**config.mk**
```make
export PLATFORM = sky130hd
export DESIGN_NAME = gamepad_ctrl
export DESIGN_NICKNAME = d
export VERILOG_FILES = /design/src/rtl/gamepad_ctrl.sv
export SDC_FILE = /design/constraint.sdc
export NUM_CORES = 1
export LEC_CHECK = 0
export BUFFER_PORTS_ARGS = -buffer_cell sky130_fd_sc_hd__buf_2
export CAP_MARGIN = 0
export CORE_ASPECT_RATIO = 0.6
export CORE_MARGIN = 4
export CORE_UTILIZATION = 34
export DETAILED_ROUTE_END_ITERATION = 8
export GPL_ROUTABILITY_DRIVEN = 1
export GPL_TIMING_DRIVEN = 0
export HOLD_SLACK_MARGIN = 0.03
export PLACE_DENSITY_LB_ADDON = 0.15
export SYNTH_ARGS = -nofsm -noshare
export SYNTH_HDL_FRONTEND = slang
export SYNTH_SLANG_ARGS = --single-unit
```
**constraint.sdc**
```tcl
create_clock -name clk_i -period 3.36 [get_ports clk_i]
set_input_delay 0.504 -clock clk_i [delete_from_list [all_inputs] [get_ports clk_i]]
set_output_delay 0.504 -clock clk_i [all_outputs]
set_load 0.02 [all_outputs]
```
**src/rtl/gamepad_ctrl.sv**
```systemverilog
// Gamepad controller: 2-FF key synchronizers, per-key debounce, pending-mask
// arbiter into a show-ahead event FIFO, and two registered blinking LED drivers.
module gamepad_ctrl #(
  parameter int DEBOUNCE_CYCLES = 16,
  parameter int FIFO_DEPTH      = 4,
  parameter int BLINK_DIV       = 24
) (
  input  logic       clk_i,
  input  logic       rst_i,
  input  logic       key_up_i,
  input  logic       key_down_i,
  input  logic       key_right_i,
  input  logic       key_left_i,
  input  logic       key_a_i,
  input  logic       key_b_i,
  output logic [5:0] keys_o,
  output logic       evt_valid_o,
  input  logic       evt_ready_i,
  output logic [2:0] evt_key_o,
  output logic       evt_press_o,
  output logic       overflow_o,
  input  logic       ovf_clr_i,
  input  logic [1:0] led1_mode_i,
  input  logic [1:0] led2_mode_i,
  output logic       led1_o,
  output logic       led2_o
);

  localparam int CW = $clog2(DEBOUNCE_CYCLES + 1);
  localparam int AW = $clog2(FIFO_DEPTH);
  localparam logic [CW-1:0] CNT_LAST = CW'(DEBOUNCE_CYCLES - 1);

  logic [5:0]    raw_keys;
  logic [5:0]    sync_meta_reg;
  logic [5:0]    sync_reg;
  logic [5:0]    stable_reg;
  logic [CW-1:0] cnt_reg [6];
  logic [5:0]    commit;

  assign raw_keys = {key_b_i, key_a_i, key_left_i, key_right_i, key_down_i, key_up_i};
  assign keys_o   = stable_reg;

  always_ff @(posedge clk_i or posedge rst_i) begin
    if (rst_i) begin
      sync_meta_reg <= '0;
      sync_reg      <= '0;
    end else begin
      sync_meta_reg <= raw_keys;
      sync_reg      <= sync_meta_reg;
    end
  end

  // The counter reaching DEBOUNCE_CYCLES is folded into the edge where it
  // would have been written, so commit is decoded from the pre-increment value.
  genvar gi;
  generate
    for (gi = 0; gi < 6; gi++) begin : g_commit
      assign commit[gi] = (sync_reg[gi] != stable_reg[gi]) && (cnt_reg[gi] == CNT_LAST);
    end
  endgenerate

  always_ff @(posedge clk_i or posedge rst_i) begin
    if (rst_i) begin
      stable_reg <= '0;
      for (int i = 0; i < 6; i++) cnt_reg[i] <= '0;
    end else begin
      for (int i = 0; i < 6; i++) begin
        if (sync_reg[i] == stable_reg[i]) begin
          cnt_reg[i] <= '0;
        end else if (commit[i]) begin
          stable_reg[i] <= sync_reg[i];
          cnt_reg[i]    <= '0;
        end else begin
          cnt_reg[i] <= cnt_reg[i] + CW'(1);
        end
      end
    end
  end

  logic [5:0]  pending_reg, pending_next;
  logic [2:0]  sel;
  logic        push, pop, full, empty, collapse;
  logic [AW:0] wr_ptr_reg, rd_ptr_reg;
  logic [3:0]  fifo_mem [FIFO_DEPTH];
  logic [3:0]  head;
  logic        overflow_reg;

  always_comb begin
    sel = '0;
    for (int i = 5; i >= 0; i--) begin
      if (pending_reg[i]) sel = 3'(i);
    end
  end

  assign empty = (wr_ptr_reg == rd_ptr_reg);
  assign full  = (wr_ptr_reg[AW] != rd_ptr_reg[AW]) &&
                 (wr_ptr_reg[AW-1:0] == rd_ptr_reg[AW-1:0]);
  assign pop   = !empty && evt_ready_i;
  assign push  = (|pending_reg) && (!full || pop);

  // A commit racing its own push keeps the bit set: the pushed event carries
  // the old level, the new level still needs its own event.
  always_comb begin
    pending_next = pending_reg;
    collapse     = 1'b0;
    for (int i = 0; i < 6; i++) begin
      if (commit[i]) begin
        if (push && (sel == 3'(i))) begin
          pending_next[i] = 1'b1;
        end else if (pending_reg[i]) begin
          pending_next[i] = 1'b0;
          collapse        = 1'b1;
        end else begin
          pending_next[i] = 1'b1;
        end
      end else if (push && (sel == 3'(i))) begin
        pending_next[i] = 1'b0;
      end
    end
  end

  always_ff @(posedge clk_i or posedge rst_i) begin
    if (rst_i) begin
      pending_reg  <= '0;
      wr_ptr_reg   <= '0;
      rd_ptr_reg   <= '0;
      overflow_reg <= 1'b0;
    end else begin
      pending_reg <= pending_next;
      if (push) wr_ptr_reg <= wr_ptr_reg + 1'b1;
      if (pop)  rd_ptr_reg <= rd_ptr_reg + 1'b1;
      if (collapse)       overflow_reg <= 1'b1;
      else if (ovf_clr_i) overflow_reg <= 1'b0;
    end
  end

  always_ff @(posedge clk_i) begin
    if (push) fifo_mem[wr_ptr_reg[AW-1:0]] <= {sel, stable_reg[sel]};
  end

  // Storage is not reset, so the head is masked while the queue is empty.
  assign head        = fifo_mem[rd_ptr_reg[AW-1:0]];
  assign evt_valid_o = !empty;
  assign evt_key_o   = empty ? 3'd0 : head[3:1];
  assign evt_press_o = !empty && head[0];
  assign overflow_o  = overflow_reg;

  logic [BLINK_DIV-1:0] blink_cnt_reg;
  logic                 led1_reg, led2_reg;

  function automatic logic led_drive(input logic [1:0] mode, input logic slow,
                                     input logic fast);
    case (mode)
      2'b00:   return 1'b0;
      2'b01:   return 1'b1;
      2'b10:   return slow;
      default: return fast;
    endcase
  endfunction

  always_ff @(posedge clk_i or posedge rst_i) begin
    if (rst_i) begin
      blink_cnt_reg <= '0;
      led1_reg      <= 1'b0;
      led2_reg      <= 1'b0;
    end else begin
      blink_cnt_reg <= blink_cnt_reg + BLINK_DIV'(1);
      led1_reg <= led_drive(led1_mode_i, blink_cnt_reg[BLINK_DIV-1], blink_cnt_reg[BLINK_DIV-3]);
      led2_reg <= led_drive(led2_mode_i, blink_cnt_reg[BLINK_DIV-1], blink_cnt_reg[BLINK_DIV-3]);
    end
  end

  assign led1_o = led1_reg;
  assign led2_o = led2_reg;

endmodule

```
After elaboration in Yosys (flattened, before gate mapping)
Memory sizes are Yosys's and may differ from the RTL's.
Index checks and enable logic that the tools add are counted.
W data, S select, Z words.
{"block": "op_classes", "n_addsub": 9, "order_cmp": 1, "n_eq_ne": 30, "n_mux": 69, "n_bitwise": 6, "n_reduce_logical": 36}
{"op": "$mux W5", "count": 12}
{"op": "$mux W1", "count": 47}
{"op": "$add A5 B1 Y5 const B", "count": 6}
{"op": "$eq A5 B4 Y1 const B", "count": 6}
{"op": "$add A24 B1 Y24 const B", "count": 1}
{"op": "$mux W3", "count": 7}
{"op": "$logic_and A1 B1 Y1", "count": 16}
{"op": "$reduce_bool A2 Y1", "count": 7}
{"op": "$reduce_and A2 Y1", "count": 6}
{"op": "$ne A1 B1 Y1", "count": 7}
{"op": "$add A3 B1 Y3 const B", "count": 2}
{"op": "$eq A1 B1 Y1", "count": 6}
{"op": "$eq A3 B2 Y1 const B", "count": 2}
{"op": "$eq A3 B3 Y1 const B", "count": 2}
{"op": "$not A1 Y1", "count": 6}
{"op": "$pmux W1 S3", "count": 2}
{"op": "$reduce_or A6 Y1", "count": 1}
{"op": "$eq A2 B1 Y1 const B", "count": 2}
{"op": "$eq A2 B2 Y1 const B", "count": 2}
{"op": "$logic_not A2 Y1", "count": 2}
{"op": "$lt A3 B4 Y1 const B", "count": 1}
{"op": "$bmux W1 S3", "count": 1}
{"op": "$eq A3 B1 Y1 const B", "count": 1}
{"op": "$eq A3 B3 Y1", "count": 1}
{"op": "4 further kinds", "count": 5}
{"block": "totals", "register_bits": 87, "ramBits": 16, "out_inout_bits": 14, "memories": 1}
{"memory": "fifo_mem", "depth": 4, "width": 4, "read_ports": 1, "rd_clocked_by_memory_dff": 0, "wr": 1, "line": "84", "text": "logic [3:0] fifo_mem [FIFO_DEPTH];"}

Longest topological paths before layout
Gate-level depths: netlist of run 1.
{"block": "logic_depth", "ltp_word": 26, "mapped_depth": 6, "depth_no_buf": 6}

Least setup slack after synthesis of run 1
OpenSTA, ideal clock, no wires.
{"block": "synth_path", "kind": "register to output", "from": "register rd_ptr_reg[0]", "to": "output evt_key_o[0]", "arrival_ns": 1.300, "required_ns": 2.856, "path_slack_ns": 1.556, "path_stages_with_launch": 6, "n_path_buf": 1, "path_cell_list": "dfrtp_1 > buf_2 > xor2_2 > nor2_1 > nand2_1 > and2_1"}
{"block": "synth_between", "elab_chain_cells": 2, "word_cells_on_any_way": 3, "cone_classes": "eq/ne (1); mux (1); memory (1)"}
{"element": "start, declared", "line": "83", "text": "logic [AW:0] wr_ptr_reg, rd_ptr_reg;"}
{"element": "start signal, assigned", "line": "131", "text": "if (pop) rd_ptr_reg <= rd_ptr_reg + 1'b1;"}
{"element": "$mem_v2 Z4 W4 or $eq A3 B3 Y1 (tied branches)"}
{"element": "$mux W3 *", "line": "144", "text": "assign evt_key_o = empty ? 3'd0 : head[3:1];"}
{"element": "end, declared", "line": "19", "text": "output logic [2:0] evt_key_o,"}
Mark *: on every way between the ends. The rest lies on a longest branch, timed or not.

Worst setup path after layout of run 1
{"block": "layout_path", "from": "register rd_ptr_reg[0]", "to": "output evt_press_o"}
{"block": "layout_between", "elab_chain_cells": 3, "word_cells_on_any_way": 4, "cone_classes": "eq/ne (1); reduce/logical (2); memory (1)"}
{"element": "branches (longest 2 deep; another with $mem_v2 Z4 W4)"}
{"element": "$logic_and A1 B1 Y1 *", "line": "145", "text": "assign evt_press_o = !empty && head[0];"}
{"element": "end, declared", "line": "20", "text": "output logic evt_press_o,"}
Every way passes the cells marked *.

==> results of run 1 <==
routing by layer:
layer | up-vias | track usage (%) | routed length (µm)
li1 | 1317 | - | -
met1 | 1244 | 17.3 | 4270
met2 | 27 | 13.1 | 2960
met3 | 6 | 4.16 | 305
met4 | 0 | 3.03 | 65
met5 | - | 0 | 0
stage by stage:
step / total power, µW / setup WS [ns] / cells / hold WS, ns / TNS, ns
floorplan: 1660 / 0.606 / 361 / 0.331 / 0
global placement: 1760 / -0.600 / 558 / 0.335 / -50.89
detailed placement: 1770 / 1.33 / 559 / 0.336 / 0
CTS: 2750 / 0.982 / 575 / 0.164 / 0
global route: 2860 / 0.925 / 575 / 0.179 / 0
finish: 2700 / 1.02 / 575 / 0.161 / 0
cell families (layout without fill, tap and decap cells):
group	count (synthesis)	in the layout
XOR/XNOR	56	56
AO/OA/AOI/OAI	26	26
flip-flops	103	103
adder cells (fa/ha/maj)	12	12
AND/OR/NAND/NOR	140	140
buffers and inverters	13	57
multiplexers	11	11
cells in the final DEF (no fill, tap or decap), types with 2 or more instances in the layout:
master and count:
ha_1 12, xnor2_1 29, nand2_1 31, nor2_1 40
clkbuf_16 9, a21oi_1 4, xor2_2 2, clkinv_4 3
clkbuf_1 4, and2_1 16, mux4_1 4, nor2b_1 2
and3_1 5, nor2_2 2, or4_1 2, edfxtp_1 16
o21ai_1 3, nor4_4 2, nor3_1 5, dfrtp_1 87
a31oi_1 6, nand3_1 22, o21ai_0 7, inv_1 6
mux2_2 7, nand4b_1 3, buf_2 31, and4_1 3
xor2_1 24
power by group through the flow:
stage | combinational [µW] | clock [µW] | sequential, µW
2_1_floorplan | 276 | 0 | 1380
3_3_place_gp | 362 | 0 | 1390
3_5_place_dp | 374 | 0 | 1390
4_1_cts | 376 | 1010 | 1370
5_1_grt | 411 | 1070 | 1380
6_report | 366 | 970 | 1370
area by class of cell:
type	count	area (µm²)	share of cell area (%)
Buffer	6	27.5	0.538
Clock buffer	12	246	4.82
Clock inverter	4	31.3	0.612
Inverter	7	28.8	0.563
Multi-Input combinational cell	245	1750	34.1
Sequential cell	103	2660	52.0
Tap cell	170	213	4.16
Timing Repair Buffer	28	163	3.18
path summary, 6_finish.rpt:
kind	depth (start not counted)	slack [ns]	end
worst max-delay path	4	1.02	evt_press_o
worst min-delay path	2	0.16	sync_meta_reg[3]$_DFF_PP0_
worst max register to register	5	1.35	wr_ptr_reg[2]$_DFFE_PP0P_
worst min register to register	0	0.35	sync_reg[4]$_DFF_PP0_
max in group asynchronous	3	2.57	rd_ptr_reg[1]$_DFFE_PP0P_
min in group clk_i	1	0.27	sync_meta_reg[5]$_DFF_PP0_
==> results.txt, run 1 <==
Status = finished, final reports clean
Clock power frac = 35.9%
Top cells by count, synth = dfrtp_1, nor2_1, nand2_1
Gpl congestion = 0.745
Post-Synthesis Cell Area = 4460 µm²
Area contributors post-synth = dfrtp_1, edfxtp_1, xnor2_1, xor2_1, ha_1
I/O Pins = 28
Drt drc = 0
Number of flip-flops in the largest register = 30
Sw frac = 26.0%
Register bit count reported by yosys = 103
Fillers = 1221
Clock Path Buffers = 2
Register area share after synthesis = 59.6%
Max-slew violation total from the final report = 0
Worst min path class = in2async
CP max-delay cell = mux4_1
Delay of the slowest cell on the worst path = 0.61 ns
Detailed-route via count = 2594
Worst Path Buf+Inv = 2
Post-synth EDFFs = 16
Clock sinks = 103
Period utilization = 69.7%
Worst slew pin tran = 0.526 ns
Post_cts resized = 0
Die height = 96.7 µm
GRT overflow = 0
CTS hold repair buffers = 0
Floorplan row count = 32
Final Hold Viols = 0
Post-synthesis mux area share = 4.13%
Most frequent cell after synthesis = dfrtp_1
Synth Area in Compound Gates = 3.62%
Syn_area_per_cell = 12.3 µm²
Total power divided by cell area = 529 nW/µm²
Synthesized-area fraction occupied by adder cells = 3.37%
Power Internal = 2000 µW
WP data required = 2.86 ns
Die ar. = 15100 µm²
PortBufs = 27
Main combinational cell family by area after synthesis = simple AND/OR/NAND/NOR gates
Root Buffer = clkbuf_16
Post-layout instance area = 5110 µm²
Initial antenna violation count = 0
Async set-reset flop share out of synthesis = 84.5%
CP top delay family = multiplexers
Mapped Nets = 387
Xor and xnor area share after synthesis = 11.5%
Largest net degree at the start of global routing = 58
TritonCTS Buffers = 9
Most used cell, CP = buf_2
CORE AREA = 12900 µm²
P&R area growth vs syn = 14.7%
Vias in the first global route = 2569
Leak pwr = 0.00233 µW
Cell area after placement = 4830 µm²
Seq pwr share = 50.6%
Clk pin slew, worst setup/hold paths = 0.07 ns
Comb pwr share = 13.5%
Post-CTS Setup Bufs = 0
GRT Util Overall = 10.8%
Final wirelength = 7600 µm
Critical path class = reg2out
Vias/cell = 4.51
Post-synthesis simple-gate area fraction = 16.5%
Type of origin of the critical path = register
Yosys top cell by area = dfrtp_1
Detail Route Antenna Nets = 0
Worst Setup End Kind = output port
Fin util = 39.8%
Die Wd = 156 µm
ANT cells = 0
Max frequency = 0.427 GHz
Fin nets = 426
CTS H-tree depth = 3
DR WL/cell = 13.2 µm
Min Tclk post-route = 2.34 ns
Yosys top cell area share = 48.8%
CTS tree = done
NetSw = 704 µW
Worst-path cell chain = buf_2 -> mux4_1 -> and2_1 -> buf_2
DR iter-0 viols = 177
Total of max-cap violations = 0
Final Setup Violations = 0
Layout cells sized above 1 = 16.0%
Initial Util = 34.7%
Critical path origin = rd_ptr_reg[0]$_DFFE_PP0P_
Router iterations before antenna repair = 4
Worst vdd ir = 0.222 mV
Post-synth top flop = dfrtp_1
Clk_lat worst skew = 0.34 ns
RSZ-0062 raised after global routing = no
Worst Skew = 0.00806 ns
Max Fanout on Critical Path = 6
Max-slew headroom = 64.7%
Library cells used by synthesis = 41
Syn Inst Count = 361
First-pass GRT wire length = 13000 µm
Origin of the critical flop-to-flop path = rd_ptr_reg[1]$_DFFE_PP0P_
Post-detail-place hpwl = 5420 µm
Crit path DAT = 1.84 ns
Total of warnings raised by yosys = 0
No activity file was read; power rests on OpenSTA's default activity.
==> run 2, diff against run 1 <==
--- a/config.mk
+++ b/config.mk
@@ -5,6 +5,7 @@
 export SDC_FILE = /design/constraint.sdc
 export NUM_CORES = 1
 export LEC_CHECK = 0
+export ABC_AREA = 1
 export BUFFER_PORTS_ARGS = -buffer_cell sky130_fd_sc_hd__buf_2
 export CAP_MARGIN = 0
 export CORE_ASPECT_RATIO = 0.6
==> constraint.sdc (replaced) <==
create_clock -name clk_i -period 1.95 [get_ports clk_i]
set_input_delay 0.2925 -clock clk_i [delete_from_list [all_inputs] [get_ports clk_i]]
set_output_delay 0.2925 -clock clk_i [all_outputs]
set_load 0.02 [all_outputs]
==> run 2 against run 1 <==
- final area increased by 5.8%
- synthesized area increased by 2.7%
- critical path type unchanged
- non-clock buffer count increased by 4
- critical endpoint unchanged
- routed wire length increased by 10%
- combinational power increased to 4.1 times the previous value
- synthesized cell count increased by 28%
- first-iteration DRC count decreased by 9.0%
==> results.txt, run 2 <==
Type of origin of the critical path = register
Worst-path cell chain = buf_6 -> clkinv_8 -> nand2_1 -> nand2_1 -> nand2_2 -> inv_2 -> nand2_4 -> nand2_1 -> inv_1 -> buf_4
Drt drc = 0
Post-Route Setup TNS = 0 ns
WP data required = 1.66 ns
GRT Util Overall = 11.8%
Library cells used by synthesis = 31
Clock Path Buffers = 2
CP max-delay cell = dfrtp_1
Mapped Nets = 489
Top cells by count, synth = dfrtp_1, nand2_1, nor2_1
Worst Setup End Kind = output port
Gpl congestion = 0.775
Router iterations before antenna repair = 4
CTS hold repair buffers = 0
CTS tree = done
Syn Inst Count = 463
Initial antenna violation count = 0
Vias/cell = 4.36
Clock sinks = 103
Final wirelength = 8380 µm
Worst vdd ir = 0.616 mV
Worst Skew = 0.00660 ns
Post-synth top flop = dfrtp_1
Leak pwr = 0.00262 µW
Min Tclk post-route = 1.86 ns
Largest net degree at the start of global routing = 34
Total of max-cap violations = 0
Most frequent cells in the layout = dfrtp_1, nand2_1, nor2_1
Register area share after synthesis = 58.1%
First-pass GRT wire length = 14400 µm
Max frequency = 0.537 GHz
PortBufs = 27
Vias in the first global route = 2979
Die Wd = 158 µm
Max-slew violation total from the final report = 0
Crit path DAT = 1.57 ns
Total of warnings raised by yosys = 0
Initial Util = 35.2%
Final Hold Viols = 0
Total Power = 5900 µW
Total power divided by cell area = 1090 nW/µm²
P&R area growth vs syn = 18.2%
Critical path class = reg2out
Number of flip-flops in the largest register = 30
Post-layout instance area = 5410 µm²
Max-slew headroom = 57.7%
Max Fanout on Critical Path = 10
Post-synth EDFFs = 16
Clk_lat worst skew = 0.34 ns
Detail Route Antenna Nets = 0
Fin util = 41.6%
Post-Synthesis Cell Area = 4580 µm²
CTS H-tree depth = 3
Floorplan row count = 32
DR WL/cell = 12.2 µm
TritonCTS Buffers = 9
I/O Pins = 28
Syn_area_per_cell = 9.89 µm²
Clk pin slew, worst setup/hold paths = 0.07 ns
Yosys top cell by area = dfrtp_1
GRT overflow = 0
Worst Path Buf+Inv = 5
Period utilization = 95.5%
Fin nets = 537
Register bit count reported by yosys = 103
ANT cells = 0
Worst slew pin tran = 0.633 ns
Yosys top cell area share = 47.6%
Root Buffer = clkbuf_16
Most used cell, CP = nand2_1
Detailed-route via count = 2994
Async set-reset flop share out of synthesis = 84.5%
Post-detail-place hpwl = 6210 µm
Die height = 97.9 µm
Die ar. = 15400 µm²
Most frequent cell after synthesis = dfrtp_1
Status = finished, final reports clean
Worst min path class = in2async
CP top delay family = buffers and inverters
Final Setup Violations = 0
Hold WS = 0.0221 ns
DR iter-0 viols = 161
Commonest non-fill, non-tap cell in the layout = dfrtp_1
CORE AREA = 13000 µm²
Delay of the slowest cell on the worst path = 0.41 ns
RSZ-0062 raised after global routing = yes
Layout cells sized above 1 = 18.4%
Cell area after placement = 4970 µm²
Area contributors post-synth = dfrtp_1, edfxtp_1, nand2_1, nor2_1, inv_1
run 2: changes by cell type in the layout (fill, tap and decap cells not counted), moves of 5 or more:
cell	delta
and2_1	-16
buf_2	-7
buf_4	+10
nand2_1	+50
xnor2_1	-12
nor2_1	+25
nor2_4	+8
o21ai_0	+5
nor2_2	+5
inv_1	+54
a31oi_1	-5
and3_1	-5
or2_2	+5
run 2: cell families after synthesis:
family,count (synthesis),share of synthesized area (%)
XOR/XNOR,43,8.23
flip-flops,103,58.1
buffers and inverters,67,5.63
multiplexers,3,0.738
AND/OR/NAND/NOR,211,21.0
adder cells (fa/ha/maj),12,3.28
AO/OA/AOI/OAI,24,3.01
run 2: area by class of cell:
class / instances / area (µm²)
sequential: 103 / 2660
buffer: 1 / 11.3
timing repair buffer: 37 / 246
multi-input combinational: 293 / 1700
fill: 1259 / 7600
inverter: 66 / 264
clock buffer: 10 / 250
clock inverter: 6 / 66.3
tap: 170 / 213
run 2: metrics by stage:
| step | std cells | setup WS, ns |
|---|---|---|
| detailed placement | 662 | -0.168 |
| CTS | 678 | -0.0158 |
| finish | 686 | 0.0878 |
| floorplan | 463 | 0.379 |
| global route | 686 | -0.0240 |
| global placement | 660 | -0.127 |
run 2: power by group:
group	total [µW]	switching [µW]	internal, µW
Sequential	2540	127	2410
Combinational	1500	932	570
Clock	1860	787	1080
run 2: final timing paths:
kind	slack, ns	to	cells after the start	start
setup / recovery	0.09	evt_press_o	10	rd_ptr_reg[0]$_DFFE_PP0P_
hold / removal	0.02	led2_o$_DFF_PP0_	2	rst_i
setup reg to reg	0.11	fifo_mem[1][2]$_DFFE_PP_	9	rd_ptr_reg[0]$_DFFE_PP0P_
hold reg to reg	0.35	sync_reg[3]$_DFF_PP0_	0	sync_meta_reg[3]$_DFF_PP0_
max in group asynchronous	1.14	sync_reg[5]$_DFF_PP0_	4	rst_i
min in group clk_i	0.05	sync_meta_reg[0]$_DFF_PP0_	1	key_up_i
run 2: metal layers:
layer | GRT usage (%) | vias to the layer above | share of wire, %
li1 | - | 1550 | -
met1 | 17.8 | 1396 | 54
met2 | 16.1 | 43 | 40
met3 | 4.65 | 5 | 4.9
met4 | 2.38 | 0 | 0.85
met5 | 0 | - | 0
run 2: repair_timing:
item                                    CTS  global route
pin swaps                                 0             1
gates cloned                              0             1
endpoints found under the setup margin   14            28
resized for setup                         7            18
setup buffers                             0             7
==> run 3, diff against run 2 <==
--- a/config.mk
+++ b/config.mk
@@ -14,7 +14,7 @@
 export DETAILED_ROUTE_END_ITERATION = 8
 export GPL_ROUTABILITY_DRIVEN = 1
 export GPL_TIMING_DRIVEN = 0
-export HOLD_SLACK_MARGIN = 0.03
+export HOLD_SLACK_MARGIN = 0.12
 export PLACE_DENSITY_LB_ADDON = 0.15
 export SYNTH_ARGS = -nofsm -noshare
 export SYNTH_HDL_FRONTEND = slang
==> run 3 against run 2 <==
- worst hold slack better by 0.14 ns
- clock power about the same
- core utilization up 0.54 points
- worst setup slack worse by 0.0014 ns
- fmax about the same
- final area up 1.3%
==> results.txt, run 3 (synthesis results as in run 2) <==
WP data required = 1.66 ns
P&R area growth vs syn = 19.8%
Die Wd = 158 µm
Total power divided by cell area = 1080 nW/µm²
Clk pin slew, worst setup/hold paths = 0.07 ns
Max-slew headroom = 57.6%
Crit path DAT = 1.57 ns
TritonCTS Buffers = 9
Post-placement setup slack = -0.168 ns
Vias/cell = 4.37
Initial Util = 35.2%
CTS tree = done
Inst Count DP = 662
GRT overflow = 0
Max frequency = 0.537 GHz
Status = finished, final reports clean
CORE AREA = 13000 µm²
GRT Util Overall = 11.9%
Drt drc = 0
Most frequent cells in the layout = dfrtp_1, nand2_1, nor2_1
Router iterations before antenna repair = 4
Final wirelength = 8420 µm
Vias in the first global route = 3004
Root Buffer = clkbuf_16
Critical path class = reg2out
PortBufs = 27
Clock Path Buffers = 2
WHS Path Cells = 2
Final worst setup slack = 0.0863 ns
Gpl congestion = 0.775
CTS H-tree depth = 3
Worst slew pin tran = 0.634 ns
RSZ-0062 raised after global routing = yes
Post-detail-place hpwl = 6210 µm
Total of max-cap violations = 0
DR WL/cell = 12.2 µm
Detailed-route via count = 3025
Clk_lat worst skew = 0.34 ns
Worst min path class = in2reg
R2r setup slk = 0.11 ns
Hold WS = 0.160 ns
Final Hold Viols = 0
Final Setup Violations = 0
Largest net degree at the start of global routing = 34
Layout cells sized above 1 = 18.2%
First-pass GRT wire length = 14500 µm
Number of flip-flops in the largest register = 30
Worst Skew = 0.00710 ns
Min Tclk post-route = 1.86 ns
Die ar. = 15400 µm²
Leak pwr = 0.00265 µW
Max-slew violation total from the final report = 0
Die height = 97.9 µm
Worst Setup End Kind = output port
Floorplan row count = 32
Type of origin of the critical path = register
I/O Pins = 28
DR iter-0 viols = 145
Period utilization = 95.6%
Worst vdd ir = 0.615 mV
Clock sinks = 103
Max Fanout on Critical Path = 10
ANT cells = 0
Commonest non-fill, non-tap cell in the layout = dfrtp_1
Fin cells = 693
Fin nets = 544
Post-Route Setup TNS = 0 ns
Initial antenna violation count = 0
Reg2Reg Depth = 9
Detail Route Antenna Nets = 0
[run 3: path summary, 6_finish.rpt]
kind                                                  from                        to
worst max-delay path             rd_ptr_reg[0]$_DFFE_PP0P_               evt_press_o
min in group asynchronous                            rst_i          led2_o$_DFF_PP0_
worst min register to register  sync_meta_reg[3]$_DFF_PP0_     sync_reg[3]$_DFF_PP0_
worst max register to register   rd_ptr_reg[0]$_DFFE_PP0P_  fifo_mem[1][2]$_DFFE_PP_
worst min-delay path                        led1_mode_i[1]          led1_o$_DFF_PP0_
max in group asynchronous                            rst_i     sync_reg[5]$_DFF_PP0_
[run 3: repair_timing]
action / 4_1_cts / 5_1_grt
setup endpoints to repair: 14 / 28
buffers inserted: 0 / 7
pin swaps: 0 / 1
gates cloned: 0 / 1
hold buffers: 7 / 0
gates resized for setup: 7 / 18
hold endpoints to repair: 33 / 0
[run 3: through the flow]
step,util [%],area [µm²],total power [µW]
floorplan,-,4580,3430
global placement,37.9,4930,3760
detailed placement,38.2,4970,3800
CTS,41.3,5370,5750
global route,42.1,5480,6300
finish,42.1,5480,5920
[run 3: per-layer routing]
| layer | global-route usage (%) | up-vias | share of wire (%) |
|---|---|---|---|
| met1 | 17.9 | 1414 | 54 |
| met2 | 16.2 | 39 | 40 |
| met3 | 4.65 | 5 | 4.9 |
| met4 | 2.38 | 0 | 0.84 |
| met5 | 0 | - | 0 |
| li1 | - | 1567 | - |
[run 3: power by group]
part           switching [µW]  total (µW)  internal (µW)
logic                     933        1510            580
registers                 127        2540           2410
clock network             789        1860           1080
[run 3: worst max-delay path, cell delays in order, from the launching register on]
cell,delay [ns]
dfrtp_1,0.42
buf_6,0.16
clkinv_8,0.06
nand2_1,0.06
nand2_1,0.08
nand2_2,0.07
inv_2,0.08
nand2_4,0.07
nand2_1,0.07
inv_1,0.03
buf_4,0.14
[run 3: final cells by class]
cell class,count,area (µm²)
fillers,1253,7530
flip-flops and latches,103,2660
multi-input cells,293,1700
repair buffers,44,317
inverters,66,264
clock buffers,10,250
well taps,170,213
clock inverters,6,66.3
plain buffers,1,11.3
